### src/rtl/filter_tile_grid_if.sv
// Video bus between the raster timing source, the tile memories
// and the tile-grid compositor.
interface filter_tile_grid_if #(
  parameter int NUM_TILES   = 6,
  parameter int PIXEL_WIDTH = 12,
  parameter int TILE_W      = 240,
  parameter int TILE_H      = 320
);
  localparam int XW = $clog2(TILE_W);
  localparam int YW = $clog2(TILE_H);

  logic [10:0]                      hcount_in;
  logic [9:0]                       vcount_in;
  logic [NUM_TILES*PIXEL_WIDTH-1:0] tile_pixel_in;
  logic [XW-1:0]                    tile_x_out;
  logic [YW-1:0]                    tile_y_out;
  logic                             tile_hit_out;
  logic [PIXEL_WIDTH-1:0]           pixel_out;

  modport master (
    output hcount_in,
    output vcount_in,
    output tile_pixel_in,
    input  tile_x_out,
    input  tile_y_out,
    input  tile_hit_out,
    input  pixel_out
  );

  modport slave (
    input  hcount_in,
    input  vcount_in,
    input  tile_pixel_in,
    output tile_x_out,
    output tile_y_out,
    output tile_hit_out,
    output pixel_out
  );
endinterface

### src/rtl/filter_tile_grid.sv
// Filter-preview compositor: tile grid, highlight border around the
// selected tile, vblank-committed selection and a lock toggle.
module filter_tile_grid #(
  parameter int NUM_TILES   = 6,
  parameter int COLS        = 3,
  parameter int PIXEL_WIDTH = 12,
  parameter int TILE_W      = 240,
  parameter int TILE_H      = 320,
  parameter int X0          = 50,
  parameter int Y0          = 26,
  parameter int X_PITCH     = 340,
  parameter int Y_PITCH     = 420,
  parameter int BORDER      = 4,
  parameter logic [PIXEL_WIDTH-1:0] HILITE = 12'hFF0,
  parameter int V_ACTIVE    = 720,
  localparam int SW = $clog2(NUM_TILES)
) (
  input  logic          clk_in,
  input  logic          rst_n_in,
  input  logic          left_in,
  input  logic          right_in,
  input  logic          confirm_in,
  filter_tile_grid_if.slave vid,
  output logic [SW-1:0] select_out,
  output logic          locked_out
);
  localparam int XW = $clog2(TILE_W);
  localparam int YW = $clog2(TILE_H);

  typedef enum logic {BROWSE, LOCKED} state_t;

  function automatic int col_x(int k);
    return X0 + (k % COLS) * X_PITCH;
  endfunction

  function automatic int row_y(int k);
    return Y0 + (k / COLS) * Y_PITCH;
  endfunction

  function automatic logic in_rng(int p, int lo, int len);
    return (p >= lo) && (p < lo + len);
  endfunction

  logic l_q, r_q, c_q, arm_q;
  logic lp, rp, cp, commit;
  logic mv_up, mv_dn, force_p;
  logic [SW-1:0] pend_q, pend_d, sel_q, sel_d;
  state_t state_q, state_d;

  // arm_q swallows the first edge so a button held through reset is not a press
  assign lp = arm_q & left_in & ~l_q;
  assign rp = arm_q & right_in & ~r_q;
  assign cp = arm_q & confirm_in & ~c_q;

  assign commit = (vid.hcount_in == 11'd0) &&
                  (int'(vid.vcount_in) == V_ACTIVE);

  always_ff @(posedge clk_in or negedge rst_n_in) begin
    if (!rst_n_in) begin
      l_q   <= 1'b0;
      r_q   <= 1'b0;
      c_q   <= 1'b0;
      arm_q <= 1'b0;
    end else begin
      l_q   <= left_in;
      r_q   <= right_in;
      c_q   <= confirm_in;
      arm_q <= 1'b1;
    end
  end

  always_ff @(posedge clk_in or negedge rst_n_in) begin
    if (!rst_n_in) state_q <= BROWSE;
    else           state_q <= state_d;
  end

  always_comb begin
    state_d = state_q;
    unique case (state_q)
      BROWSE: if (cp) state_d = LOCKED;
      LOCKED: if (cp) state_d = BROWSE;
      default: state_d = BROWSE;
    endcase
  end

  always_comb begin
    locked_out = (state_q == LOCKED);
  end

  assign force_p = (state_q == BROWSE) & cp;
  assign mv_up   = (state_q == BROWSE) & ~cp & rp & ~lp;
  assign mv_dn   = (state_q == BROWSE) & ~cp & lp & ~rp;

  always_comb begin
    pend_d = pend_q;
    unique case (1'b1)
      force_p: pend_d = commit ? pend_q : sel_q;
      mv_up:   pend_d = (pend_q == SW'(NUM_TILES - 1)) ?
                        '0 : pend_q + 1'b1;
      mv_dn:   pend_d = (pend_q == '0) ?
                        SW'(NUM_TILES - 1) : pend_q - 1'b1;
      default: pend_d = pend_q;
    endcase
    sel_d = commit ? pend_q : sel_q;
  end

  always_ff @(posedge clk_in or negedge rst_n_in) begin
    if (!rst_n_in) begin
      pend_q <= '0;
      sel_q  <= '0;
    end else begin
      pend_q <= pend_d;
      sel_q  <= sel_d;
    end
  end

  assign select_out = sel_q;

  logic          hit1_d, hit1_q, brd1_d, brd1_q;
  logic [SW-1:0] idx1_d, idx1_q;
  logic [XW-1:0] tx_d, tx_q;
  logic [YW-1:0] ty_d, ty_q;

  always_comb begin
    hit1_d = 1'b0;
    brd1_d = 1'b0;
    idx1_d = '0;
    tx_d   = '0;
    ty_d   = '0;
    for (int k = 0; k < NUM_TILES; k++) begin
      if (in_rng(int'(vid.hcount_in), col_x(k), TILE_W) &&
          in_rng(int'(vid.vcount_in), row_y(k), TILE_H)) begin
        hit1_d = 1'b1;
        idx1_d = SW'(k);
        tx_d   = XW'(int'(vid.hcount_in) - col_x(k));
        ty_d   = YW'(int'(vid.vcount_in) - row_y(k));
      end else if ((sel_q == SW'(k)) &&
          in_rng(int'(vid.hcount_in), col_x(k) - BORDER,
                 TILE_W + 2 * BORDER) &&
          in_rng(int'(vid.vcount_in), row_y(k) - BORDER,
                 TILE_H + 2 * BORDER)) begin
        brd1_d = 1'b1;
      end
    end
  end

  logic          hit2_q, brd2_q;
  logic [SW-1:0] idx2_q;
  logic [PIXEL_WIDTH-1:0] chan, px_d, px_q;

  always_comb begin
    chan = '0;
    for (int k = 0; k < NUM_TILES; k++) begin
      if (idx2_q == SW'(k))
        chan = vid.tile_pixel_in[k*PIXEL_WIDTH +: PIXEL_WIDTH];
    end
    px_d = hit2_q ? chan : (brd2_q ? HILITE : '0);
  end

  always_ff @(posedge clk_in or negedge rst_n_in) begin
    if (!rst_n_in) begin
      hit1_q <= 1'b0;
      brd1_q <= 1'b0;
      idx1_q <= '0;
      tx_q   <= '0;
      ty_q   <= '0;
      hit2_q <= 1'b0;
      brd2_q <= 1'b0;
      idx2_q <= '0;
      px_q   <= '0;
    end else begin
      hit1_q <= hit1_d;
      brd1_q <= brd1_d;
      idx1_q <= idx1_d;
      tx_q   <= tx_d;
      ty_q   <= ty_d;
      hit2_q <= hit1_q;
      brd2_q <= brd1_q;
      idx2_q <= idx1_q;
      px_q   <= px_d;
    end
  end

  assign vid.tile_hit_out = hit1_q;
  assign vid.tile_x_out   = tx_q;
  assign vid.tile_y_out   = ty_q;
  assign vid.pixel_out    = px_q;
endmodule

### src/flat_wrapper.sv
// flat-port wrapper written by rule: the top's interface ports become plain ports
module filter_tile_grid_flat 
#(
  parameter int NUM_TILES   = 6,
  parameter int COLS        = 3,
  parameter int PIXEL_WIDTH = 12,
  parameter int TILE_W      = 240,
  parameter int TILE_H      = 320,
  parameter int X0          = 50,
  parameter int Y0          = 26,
  parameter int X_PITCH     = 340,
  parameter int Y_PITCH     = 420,
  parameter int BORDER      = 4,
  parameter logic [PIXEL_WIDTH-1:0] HILITE = 12'hFF0,
  parameter int V_ACTIVE    = 720,
  localparam int SW = $clog2(NUM_TILES)
)
  (clk_in, rst_n_in, left_in, right_in, confirm_in, select_out, locked_out, vid_hcount_in, vid_vcount_in, vid_tile_pixel_in, vid_tile_x_out, vid_tile_y_out, vid_tile_hit_out, vid_pixel_out);
  filter_tile_grid_if #(.NUM_TILES(NUM_TILES), .PIXEL_WIDTH(PIXEL_WIDTH), .TILE_W(TILE_W), .TILE_H(TILE_H)) vid_i ();
  input  logic clk_in;
  input  logic rst_n_in;
  input  logic left_in;
  input  logic right_in;
  input  logic confirm_in;
  output logic [SW-1:0] select_out;
  output logic locked_out;
  input wire logic [$bits(vid_i.hcount_in)-1:0] vid_hcount_in;
  input wire logic [$bits(vid_i.vcount_in)-1:0] vid_vcount_in;
  input wire logic [$bits(vid_i.tile_pixel_in)-1:0] vid_tile_pixel_in;
  output wire logic [$bits(vid_i.tile_x_out)-1:0] vid_tile_x_out;
  output wire logic [$bits(vid_i.tile_y_out)-1:0] vid_tile_y_out;
  output wire logic [$bits(vid_i.tile_hit_out)-1:0] vid_tile_hit_out;
  output wire logic [$bits(vid_i.pixel_out)-1:0] vid_pixel_out;
  assign vid_i.hcount_in = vid_hcount_in;
  assign vid_i.vcount_in = vid_vcount_in;
  assign vid_i.tile_pixel_in = vid_tile_pixel_in;
  assign vid_tile_x_out = vid_i.tile_x_out;
  assign vid_tile_y_out = vid_i.tile_y_out;
  assign vid_tile_hit_out = vid_i.tile_hit_out;
  assign vid_pixel_out = vid_i.pixel_out;
  filter_tile_grid #(.NUM_TILES(NUM_TILES), .COLS(COLS), .PIXEL_WIDTH(PIXEL_WIDTH), .TILE_W(TILE_W), .TILE_H(TILE_H), .X0(X0), .Y0(Y0), .X_PITCH(X_PITCH), .Y_PITCH(Y_PITCH), .BORDER(BORDER), .HILITE(HILITE), .V_ACTIVE(V_ACTIVE)) u_core (.clk_in(clk_in), .rst_n_in(rst_n_in), .left_in(left_in), .right_in(right_in), .confirm_in(confirm_in), .vid(vid_i), .select_out(select_out), .locked_out(locked_out));
endmodule
### config.mk
export PLATFORM = sky130hd
export DESIGN_NAME = filter_tile_grid_flat
export DESIGN_NICKNAME = d
export VERILOG_FILES = /design/src/rtl/filter_tile_grid_if.sv /design/src/rtl/filter_tile_grid.sv /design/src/flat_wrapper.sv
export SDC_FILE = /design/constraint.sdc
export NUM_CORES = 1
export LEC_CHECK = 0
export BUFFER_PORTS_ARGS = -buffer_cell sky130_fd_sc_hd__buf_2
export CORE_MARGIN = 2
export CORE_UTILIZATION = 46
export DETAILED_ROUTE_END_ITERATION = 16
export GPL_TIMING_DRIVEN = 1
export PLACE_DENSITY = 0.77
export SYNTH_ARGS = -nofsm -noshare
export SYNTH_HDL_FRONTEND = slang
export SYNTH_SLANG_ARGS = --single-unit
### constraint.sdc
create_clock -name clk_in -period 1.85 [get_ports clk_in]
set_clock_uncertainty 0.15 [all_clocks]
set_input_delay 0.37 -clock clk_in [delete_from_list [all_inputs] [get_ports clk_in]]
set_output_delay 0.37 -clock clk_in [all_outputs]
set_load 0.02 [all_outputs]
==> flow_summary.yaml, run 1 <==
grt:
  grt_pass1_wl_mm: 23.2
  grt_start_max_net_pins: 51
  antenna_found_initial: 0
  grt_pass1_vias: 4889
  grt_overflow_total: 0
  grt_usage: 0.325
drt:
  totalWireLength_mm: 15.8
  num_vias: 5097
  first_pass_iters: 5
  viasPerCell: 6.10
  wire_per_inst_um: 18.9
  ant_nets: 0
  remaining_drc_errors: 0
  drtIter0Drc: 279
yosys:
  syn-num-nets: 582
  yosysWarnings: 0
  seq_area_frac_synth: 0.321
  synth-edff-count: 0
  ys_ff_latch: 50
  synthesis.instances: 475
  avgSynthCellArea_sq_um: 8.20
  synth.top_cell.area_share: 0.321
  synth_flop_cell: "dfrtp_1"
  ys_types: 75
  postSynth.asyncResetShare: 1.00
  syn_area_sq_um: 3890
  synth_top_area_cell: "dfrtp_1"
  synthTopCellsByArea: "dfrtp_1 32%, nand2_1 5.1%, nor2_1 4.8%"
timing:
  fmax_ghz: 0.424
  rsz0062_at_grt: "true"
  fin_tns_setup_ns: -7.74
  hold_violations: 0
  fin_crit_sh: 1.28
  min_period_ns: 2.36
  worstMarginPinSlew_ns: 0.538
  setup_ws_ns: -0.510
  setup_viol: 25
  slew_violations: 0
  relSlewSlack: 0.640
clock_tree:
  cts_tree: "done"
  worstSkewPairLatency_ns: 0.31
  clkTransAtPathRegs_ns: 0.10
  clock_path_buffers: 2
  cts_buffers: 5
  htree_levels: 2
  clock_sinks: 50
  clockRootBuffer: "clkbuf_8"
worst_setup_path:
  crit_arrival_ns: 2.40
  cp_top_family: "compound AO/OA/AOI/OAI gates"
  path_depth: 10
  crit_path_cell_trace: "buf_8, inv_6, ha_4, and4b_1, or4_4, o311a_4, o31a_1, nor2b_1, a311oi_1, o22ai_1"
  cpMaxStageDelayCell: "or4_4"
  r2r_slack_ns: -0.01
  critPathKind: "input port to flip-flop"
  reg2regPathDepth: 8
  reg2reg_from: "u_core.arm_q$_DFF_PN0_"
  start_kind: "input port"
  worst-path-max-fanout: 5
  cp.required_ns: 1.89
  cpPeakStageDelay_ns: 0.53
  endpoint: "u_core.vid.tile_x_out[6]$_DFF_PN0_"
  r2r-end: "u_core.pend_q[0]$_DFFE_PN0P_"
  crit_buf_inv: 2
  crit_start: "vid_vcount_in[2]"
  end_kind: "flip-flop"
finish:
  antenna_cells: 0
  fin_cells: 835
  syn2layout_area_growth_pct: 64.6
  drive_gt1_frac: 0.523
  fillers: 555
  final_area_sq_um: 6410
  utilization: 0.780
  final_nets: 836
min_path:
  hold_class: "input port to flip-flop"
placement:
  portBuffers: 131
  numPlacedInstances: 792
  dpl_cell_area_sq_um: 5500
  dp_hpwl_mm: 10.6
  gp_congestion: 0.899
run_status:
  status: "finished, violations left"
  violations: "negative setup slack"
die:
  dieHeight_um: 96.0
  initial_utilization: 0.474
  dieArea_sq_um: 9220
  coreArea_sq_um: 8220
  die_w_um: 96.0
  num_rows: 33
  io_pins: 132
power:
  leakage_nw: 3.08
  powerDensity_nw_per_um2: 548
  ir_drop_mv: 0.376
job:
  cap_viol_max_count: 0
## layout make-up
| type | instances | area, sq um | share of cell area |
|---|---|---|---|
| well taps | 105 | 131 | 0.0205 |
| repair buffers | 277 | 1960 | 0.305 |
| multi-input cells | 376 | 2870 | 0.448 |
| inverters | 19 | 88.8 | 0.0139 |
| flip-flops and latches | 50 | 1250 | 0.195 |
| clock inverters | 3 | 43.8 | 0.00683 |
| clock buffers | 5 | 68.8 | 0.0107 |
## routing by layer
metal | vias up | routed length (um) | track usage
met5 | - | 0 | 0
met4 | 0 | 834 | 0.160
met3 | 74 | 1090 | 0.0415
met2 | 305 | 7910 | 0.591
met1 | 2425 | 5970 | 0.372
li1 | 2293 | - | -
## power breakdown
group          switching (mW)  total, mW  internal [mW]
Clock                   0.399      0.805          0.406
Combinational           0.744       1.41          0.669
Sequential             0.0891       1.29           1.20
Total                    1.23       3.51           2.28
## registers in the layout (all words and copies together) (netlist names)
signal,flops
u_core.vid.pixel_out,12
u_core.vid.tile_y_out,9
u_core.vid.tile_x_out,8
u_core.idx1_q,3
u_core.idx2_q,3
u_core.pend_q,3
u_core.select_out,3
u_core.arm_q,1
u_core.brd1_q,1
u_core.brd2_q,1
u_core.c_q,1
u_core.hit2_q,1
u_core.l_q,1
u_core.locked_out,1
u_core.r_q,1
u_core.vid.tile_hit_out,1
## per-stage QoR
step	hold slack [ns]	power (mW)	worst slack [ns]
finish	0.0248	3.51	-0.510
CTS	0.0267	3.42	-0.481
detailed placement	0.189	2.49	-0.884
global route	0.0126	3.69	-0.550
floorplan	-0.0756	1.98	-0.596
global placement	0.182	2.45	-0.854
## layout by cell type, fill, tap and decap left out, types with 5 or more instances in the layout
| master | synthesis | final |
|---|---|---|
| a21oi_1 | 29 | 25 |
| a22oi_1 | 13 | 11 |
| buf_12 | 0 | 6 |
| buf_2 | 7 | 124 |
| buf_4 | 1 | 119 |
| buf_6 | 2 | 25 |
| clkbuf_8 | 0 | 5 |
| dfrtp_1 | 50 | 50 |
| inv_1 | 18 | 15 |
| mux2_2 | 14 | 13 |
| nand2_1 | 53 | 45 |
| nand2_4 | 0 | 5 |
| nand2b_1 | 10 | 8 |
| nand3_1 | 8 | 6 |
| nor2_1 | 50 | 45 |
| nor2b_1 | 8 | 8 |
| nor3_1 | 15 | 11 |
| o21ai_0 | 36 | 25 |
| o21ai_1 | 6 | 9 |
| o21ai_2 | 0 | 5 |
| o221a_2 | 5 | 5 |
| o221ai_1 | 6 | 6 |
| o22ai_1 | 8 | 8 |
## kinds of logic (layout without fill, tap and decap cells)
kind of cell | count (synthesis) | in the layout | share of synthesized area
simple gates | 174 | 174 | 0.216
compound gates | 170 | 171 | 0.320
fa+ha+maj | 9 | 9 | 0.0289
flops | 50 | 50 | 0.321
xor+xnor | 3 | 3 | 0.00675
other cells | 1 | 1 | 0.000963
buf+inv | 50 | 304 | 0.0553
mux | 18 | 18 | 0.0508
## cell usage after synthesis (all sizes together) (3+ instances only)
cell type  instances
o21a               4
a22oi             13
nand3              9
a32oi              3
nand4              3
o211ai             4
nor2b              8
dfrtp             50
nor2              50
o21ai             42
nor4               6
a311oi             5
and2               5
nand2b            10
o221a              6
o32ai              3
a21o               3
o221ai             6
o211a              4
ha                 9
xnor2              3
o32a               3
o22ai              8
o31ai              4
a21oi             29
clkbuf            20
buf               11
nor3              15
nand2             54
mux2i              4
mux2              14
a221oi             4
a31oi              5
inv               19
## worst min-delay path by stage
stage / from / end / slack [ns] / cells past startpoint
after global placement: u_core.idx1_q[0]$_DFF_PN0_ / u_core.idx2_q[0]$_DFF_PN0_ / 0.18 / 0
after detailed placement: u_core.brd1_q$_DFF_PN0_ / u_core.brd2_q$_DFF_PN0_ / 0.19 / 0
after global routing: right_in / u_core.r_q$_DFF_PN0_ / 0.01 / 1
after CTS: right_in / u_core.r_q$_DFF_PN0_ / 0.03 / 1
final: right_in / u_core.r_q$_DFF_PN0_ / 0.02 / 1
after floorplan: rst_n_in / u_core.arm_q$_DFF_PN0_ / -0.08 / 0
## what timing repair did
item	CTS	global route
setup buffers	23	11
pin swaps	37	21
hold endpoints to repair	50	0
endpoints found under the setup margin	28	38
gates resized for setup	76	44
hold buffers	1	0
gates cloned	1	0
Power figures use the tool's default switching activity.
==> run 2: changes to the inputs <==
- CORE_MARGIN: 2 -> default
- PLACE_DENSITY: 0.77 -> 0.86
==> run 2 against run 1 <==
The flow still finishes with violations (negative setup slack). Die area is 4.1% lower. Register-to-register slack got worse by 0.04 ns. Combinational power about the same. Global-route usage up 0.21 points. Sequential share of layout area rose by 0.12 points. Critical endpoint unchanged.
==> flow_summary.yaml, run 2 (synthesis results as in run 1) <==
run_status:
  status: "finished, violations left"
  violations: "negative setup slack"
job:
  cap_viol_max_count: 0
worst_setup_path:
  reg2reg_from: "u_core.arm_q$_DFF_PN0_"
  critPathKind: "input port to flip-flop"
  crit_start: "vid_vcount_in[3]"
  cp.required_ns: 1.90
  r2r_slack_ns: -0.05
  worst-path-max-fanout: 5
  start_kind: "input port"
  crit_arrival_ns: 2.38
  end_kind: "flip-flop"
grt:
  grt_usage: 0.327
  antenna_found_initial: 0
  grt_start_max_net_pins: 51
  grt_pass1_wl_mm: 22.6
  grt_pass1_vias: 4726
  grt_overflow_total: 0
timing:
  min_period_ns: 2.33
  hold_violations: 0
  slew_violations: 0
  setup_ws_ns: -0.484
  rsz0062_at_grt: "true"
  fin_crit_sh: 1.26
  setup_viol: 25
  fmax_ghz: 0.428
drt:
  first_pass_iters: 7
  remaining_drc_errors: 0
  wire_per_inst_um: 18.6
  viasPerCell: 6.19
  ant_nets: 0
  drtIter0Drc: 396
  num_vias: 5148
  totalWireLength_mm: 15.5
finish:
  antenna_cells: 0
  final_cell_mix: "124 x buf_2, 113 x buf_4, 50 x dfrtp_1"
  drive_gt1_frac: 0.523
  largest_reg_flops: 12
  syn2layout_area_growth_pct: 63.6
  layout_commonest_cell: "buf_2"
  fillers: 546
  final_nets: 832
placement:
  dp_hpwl_mm: 10.4
  dpl_worst_slack_ns: -0.823
  portBuffers: 131
  gp_congestion: 1.02
clock_tree:
  worstSkewPairLatency_ns: 0.32
  clock_sinks: 50
  cts_buffers: 5
  clkTransAtPathRegs_ns: 0.10
  clock_path_buffers: 2
  cts_tree: "done"
  clockRootBuffer: "clkbuf_8"
  htree_levels: 2
die:
  dieHeight_um: 94.0
  die_w_um: 94.0
  dieArea_sq_um: 8840
  io_pins: 132
  initial_utilization: 0.474
  num_rows: 33
  coreArea_sq_um: 8220
power:
  leakage_nw: 3.05
  powerDensity_nw_per_um2: 534
  total_power_mw: 3.40
  ir_drop_mv: 0.342
min_path:
  hold_class: "input port to flip-flop"
  hold_path.startpoint: "right_in"
## run 2: cell types whose count changed in the layout (fill, tap and decap cells not counted), moves of 2 or more
| cell | change |
|---|---|
| o21ai_2 | -3 |
| nor3_4 | +2 |
| buf_12 | -2 |
| buf_6 | +4 |
| clkinv_4 | +2 |
| inv_6 | -2 |
| a311oi_1 | -2 |
| a311oi_2 | +2 |
| buf_4 | -6 |
| o21ai_1 | +2 |
## run 2: worst max-delay path: stages
cell and delay, ns:
buf_2 0.13, buf_4 0.16, nand3_2 0.13, nor2_4 0.19, a31oi_1 0.16, buf_4 0.21
buf_4 0.16, o31a_1 0.32, nor2b_2 0.16, a311oi_1 0.27, o22ai_1 0.11
## run 2: through the flow
stage          cell area (sq um)  hold WS [ns]   util  setup TNS [ns]  instances
2_1_floorplan               4030       -0.0756      -          -10.26        475
3_3_place_gp                5510         0.185  0.671          -17.64        792
3_5_place_dp                5510         0.185  0.671          -18.56        792
4_1_cts                     6060        0.0165  0.737           -6.30        817
5_1_grt                     6370       0.00677  0.775           -8.51        831
6_report                    6370        0.0137  0.775           -7.65        831
## run 2: worst paths after layout
| kind | end | cells after the start |
|---|---|---|
| worst max-delay path | u_core.vid.tile_x_out[6]$_DFF_PN0_ | 11 |
| worst min-delay path | u_core.r_q$_DFF_PN0_ | 1 |
| worst max register to register | u_core.pend_q[0]$_DFFE_PN0P_ | 8 |
| worst min register to register | u_core.brd2_q$_DFF_PN0_ | 0 |
| max in group asynchronous | u_core.vid.tile_hit_out$_DFF_PN0_ | 3 |
| min in group asynchronous | u_core.vid.pixel_out[2]$_DFF_PN0_ | 3 |
## run 2: where the power goes
part	internal, mW	total [mW]	switching [mW]
clock network	0.281	0.702	0.420
logic	0.663	1.41	0.744
registers	1.20	1.30	0.0928
## run 2: what timing repair did
item / in CTS / in global routing
hold buffers: 1 / 0
setup buffers: 17 / 15
pin swaps: 38 / 24
hold endpoints to repair: 50 / 0
endpoints found under the setup margin: 28 / 26
resized for setup: 78 / 49
## run 2: area by class of cell
type	instances	area, sq um	area share
clock buffer	5	68.8	0.0108
tap	105	131	0.0206
sequential	50	1250	0.196
clock inverter	3	28.8	0.00452
timing repair buffer	274	1930	0.303
inverter	19	86.3	0.0136
multi-input combinational	375	2870	0.451
## run 2: per-layer routing
layer | vias to the layer above | part of all wire | global-route usage
met2 | 353 | 0.50 | 0.587
met4 | 0 | 0.039 | 0.124
met5 | - | 0 | 0
met1 | 2449 | 0.38 | 0.396
li1 | 2274 | - | -
met3 | 72 | 0.077 | 0.0413
==> run 3: changes to the inputs <==
- CORE_MARGIN: default -> 2
- CORE_UTILIZATION: 46 -> 48
- CTS_BUF_LIST: default -> sky130_fd_sc_hd__clkbuf_4 sky130_fd_sc_hd__clkbuf_8
- PLACE_DENSITY: 0.86 -> 0.89
==> run 3 against run 2 <==
The run still ends with negative setup slack left. Sequential cell count unchanged. Critical path depth fell by 3. Highest routed layer unchanged. Hold slack better by 0.0058 ns.
==> flow_summary.yaml, run 3 (synthesis results as in run 1) <==
die:
  dieHeight_um: 94.1
  dieArea_sq_um: 8850
  die_w_um: 94.1
  num_rows: 32
  io_pins: 132
  initial_utilization: 0.499
  coreArea_sq_um: 7810
min_path:
  hold_end: "u_core.r_q$_DFF_PN0_"
  hold_path_depth: 1
  hold_class: "input port to flip-flop"
  hold_path.startpoint: "right_in"
worst_setup_path:
  start_kind: "input port"
  r2r_slack_ns: -0.06
  r2r-end: "u_core.pend_q[1]$_DFFE_PN0P_"
  reg2reg_from: "u_core.arm_q$_DFF_PN0_"
  critPathKind: "input port to flip-flop"
  cp.required_ns: 1.91
  reg2regPathDepth: 8
  crit_arrival_ns: 2.33
  worst-path-max-fanout: 8
  crit_start: "vid_vcount_in[6]"
  end_kind: "flip-flop"
timing:
  slew_violations: 0
  fmax_ghz: 0.440
  min_period_ns: 2.27
  rsz0062_at_grt: "true"
  hold_violations: 0
  setup_ws_ns: -0.421
  fin_crit_sh: 1.23
  setup_viol: 27
run_status:
  status: "finished, violations left"
  violations: "negative setup slack"
grt:
  grt_pass1_vias: 4799
  grt_pass1_wl_mm: 22.6
  grt_overflow_total: 0
  grt_usage: 0.324
  antenna_found_initial: 0
  grt_start_max_net_pins: 51
drt:
  ant_nets: 0
  totalWireLength_mm: 15.0
  drtIter0Drc: 319
  first_pass_iters: 6
  viasPerCell: 5.97
  num_vias: 4918
  remaining_drc_errors: 0
  wire_per_inst_um: 18.2
power:
  power_frac_clock: 0.211
  leakage_nw: 3.02
  sw_frac_of_total: 0.368
  combPwrFrac: 0.407
  ir_drop_mv: 0.325
  powerDensity_nw_per_um2: 539
  p_sw_mw: 1.24
  p_int_mw: 2.13
  power_frac_seq: 0.382
placement:
  dpl_worst_slack_ns: -0.951
  dp_hpwl_mm: 10.7
  portBuffers: 131
  gp_congestion: 1.01
finish:
  syn2layout_area_growth_pct: 60.8
  drive_gt1_frac: 0.521
  final_cell_mix: "125 x buf_2, 120 x buf_4, 49 x dfrtp_1"
  layout_commonest_cell: "buf_2"
  antenna_cells: 0
  final_nets: 828
  largest_reg_flops: 12
  utilization: 0.802
job:
  cap_viol_max_count: 0
clock_tree:
  clockRootBuffer: "clkbuf_8"
  cts_tree: "done"
  htree_levels: 2
  clock_sinks: 50
  clock_path_buffers: 2
  clkTransAtPathRegs_ns: 0.11
  cts_buffers: 5
  worstSkewPairLatency_ns: 0.32
[run 3: cell count changes in the layout (fill, tap and decap cells not counted), sizes merged]
cell,delta
buf,-4
[run 3: worst max-delay path by stage]
| stage | end | depth (start not counted) |
|---|---|---|
| final | u_core.vid.tile_x_out[5]$_DFF_PN0_ | 8 |
| after global routing | u_core.vid.tile_x_out[4]$_DFF_PN0_ | 11 |
| after detailed placement | u_core.vid.tile_x_out[5]$_DFF_PN0_ | 9 |
| after global placement | u_core.vid.tile_x_out[5]$_DFF_PN0_ | 9 |
| after CTS | u_core.vid.tile_x_out[6]$_DFF_PN0_ | 8 |
| after floorplan | u_core.vid.tile_x_out[5]$_DFF_PN0_ | 8 |
[run 3: power by group through the flow]
| stage | logic (mW) | clock network [mW] | registers (mW) |
|---|---|---|---|
| 6_report | 1.37 | 0.712 | 1.29 |
| 5_1_grt | 1.48 | 0.763 | 1.30 |
| 4_1_cts | 1.29 | 0.712 | 1.28 |
| 3_5_place_dp | 1.19 | 0 | 1.31 |
| 3_3_place_gp | 1.14 | 0 | 1.30 |
| 2_1_floorplan | 0.621 | 0 | 1.36 |
[run 3: cell type report]
type | count | area, sq um
sequential | 50 | 1250
timing repair buffer | 270 | 1840
fill | 498 | 1550
inverter | 19 | 86.3
multi-input combinational | 375 | 2860
tap | 102 | 128
clock buffer | 5 | 68.8
clock inverter | 3 | 28.8
[run 3: metrics by stage]
| stage | total power [mW] | area (sq um) | hold slack [ns] | std cells | TNS [ns] |
|---|---|---|---|---|---|
| global route | 3.54 | 6260 | 0.00504 | 824 | -8.40 |
| floorplan | 1.98 | 4030 | -0.0756 | 475 | -10.26 |
| CTS | 3.28 | 6010 | 0.0167 | 815 | -6.97 |
| global placement | 2.44 | 5470 | 0.186 | 785 | -18.16 |
| finish | 3.37 | 6260 | 0.0194 | 824 | -7.33 |
| detailed placement | 2.49 | 5470 | 0.185 | 785 | -19.13 |
[run 3: repair_timing]
action	CTS	global route
endpoints found under the hold margin	50	0
setup endpoints to repair	28	39
gates resized for setup	68	37
buffers inserted	22	11
pin swaps	34	18
hold buffers	1	0
[run 3: worst max-delay path: stages]
cell	delay (ns)
buf_6	0.09
or3_4	0.39
or4_4	0.43
o311a_4	0.20
nand2_4	0.16
nand2_2	0.08
a221o_1	0.32
o32a_1	0.29
[run 3: routing by layer]
metal  track usage  part of all wire  vias to the layer above
li1              -                 -                     2263
met1         0.376              0.37                     2318
met2         0.580              0.51                      291
met3        0.0538             0.080                       46
met4         0.151             0.033                        0
met5             0                 0                        -
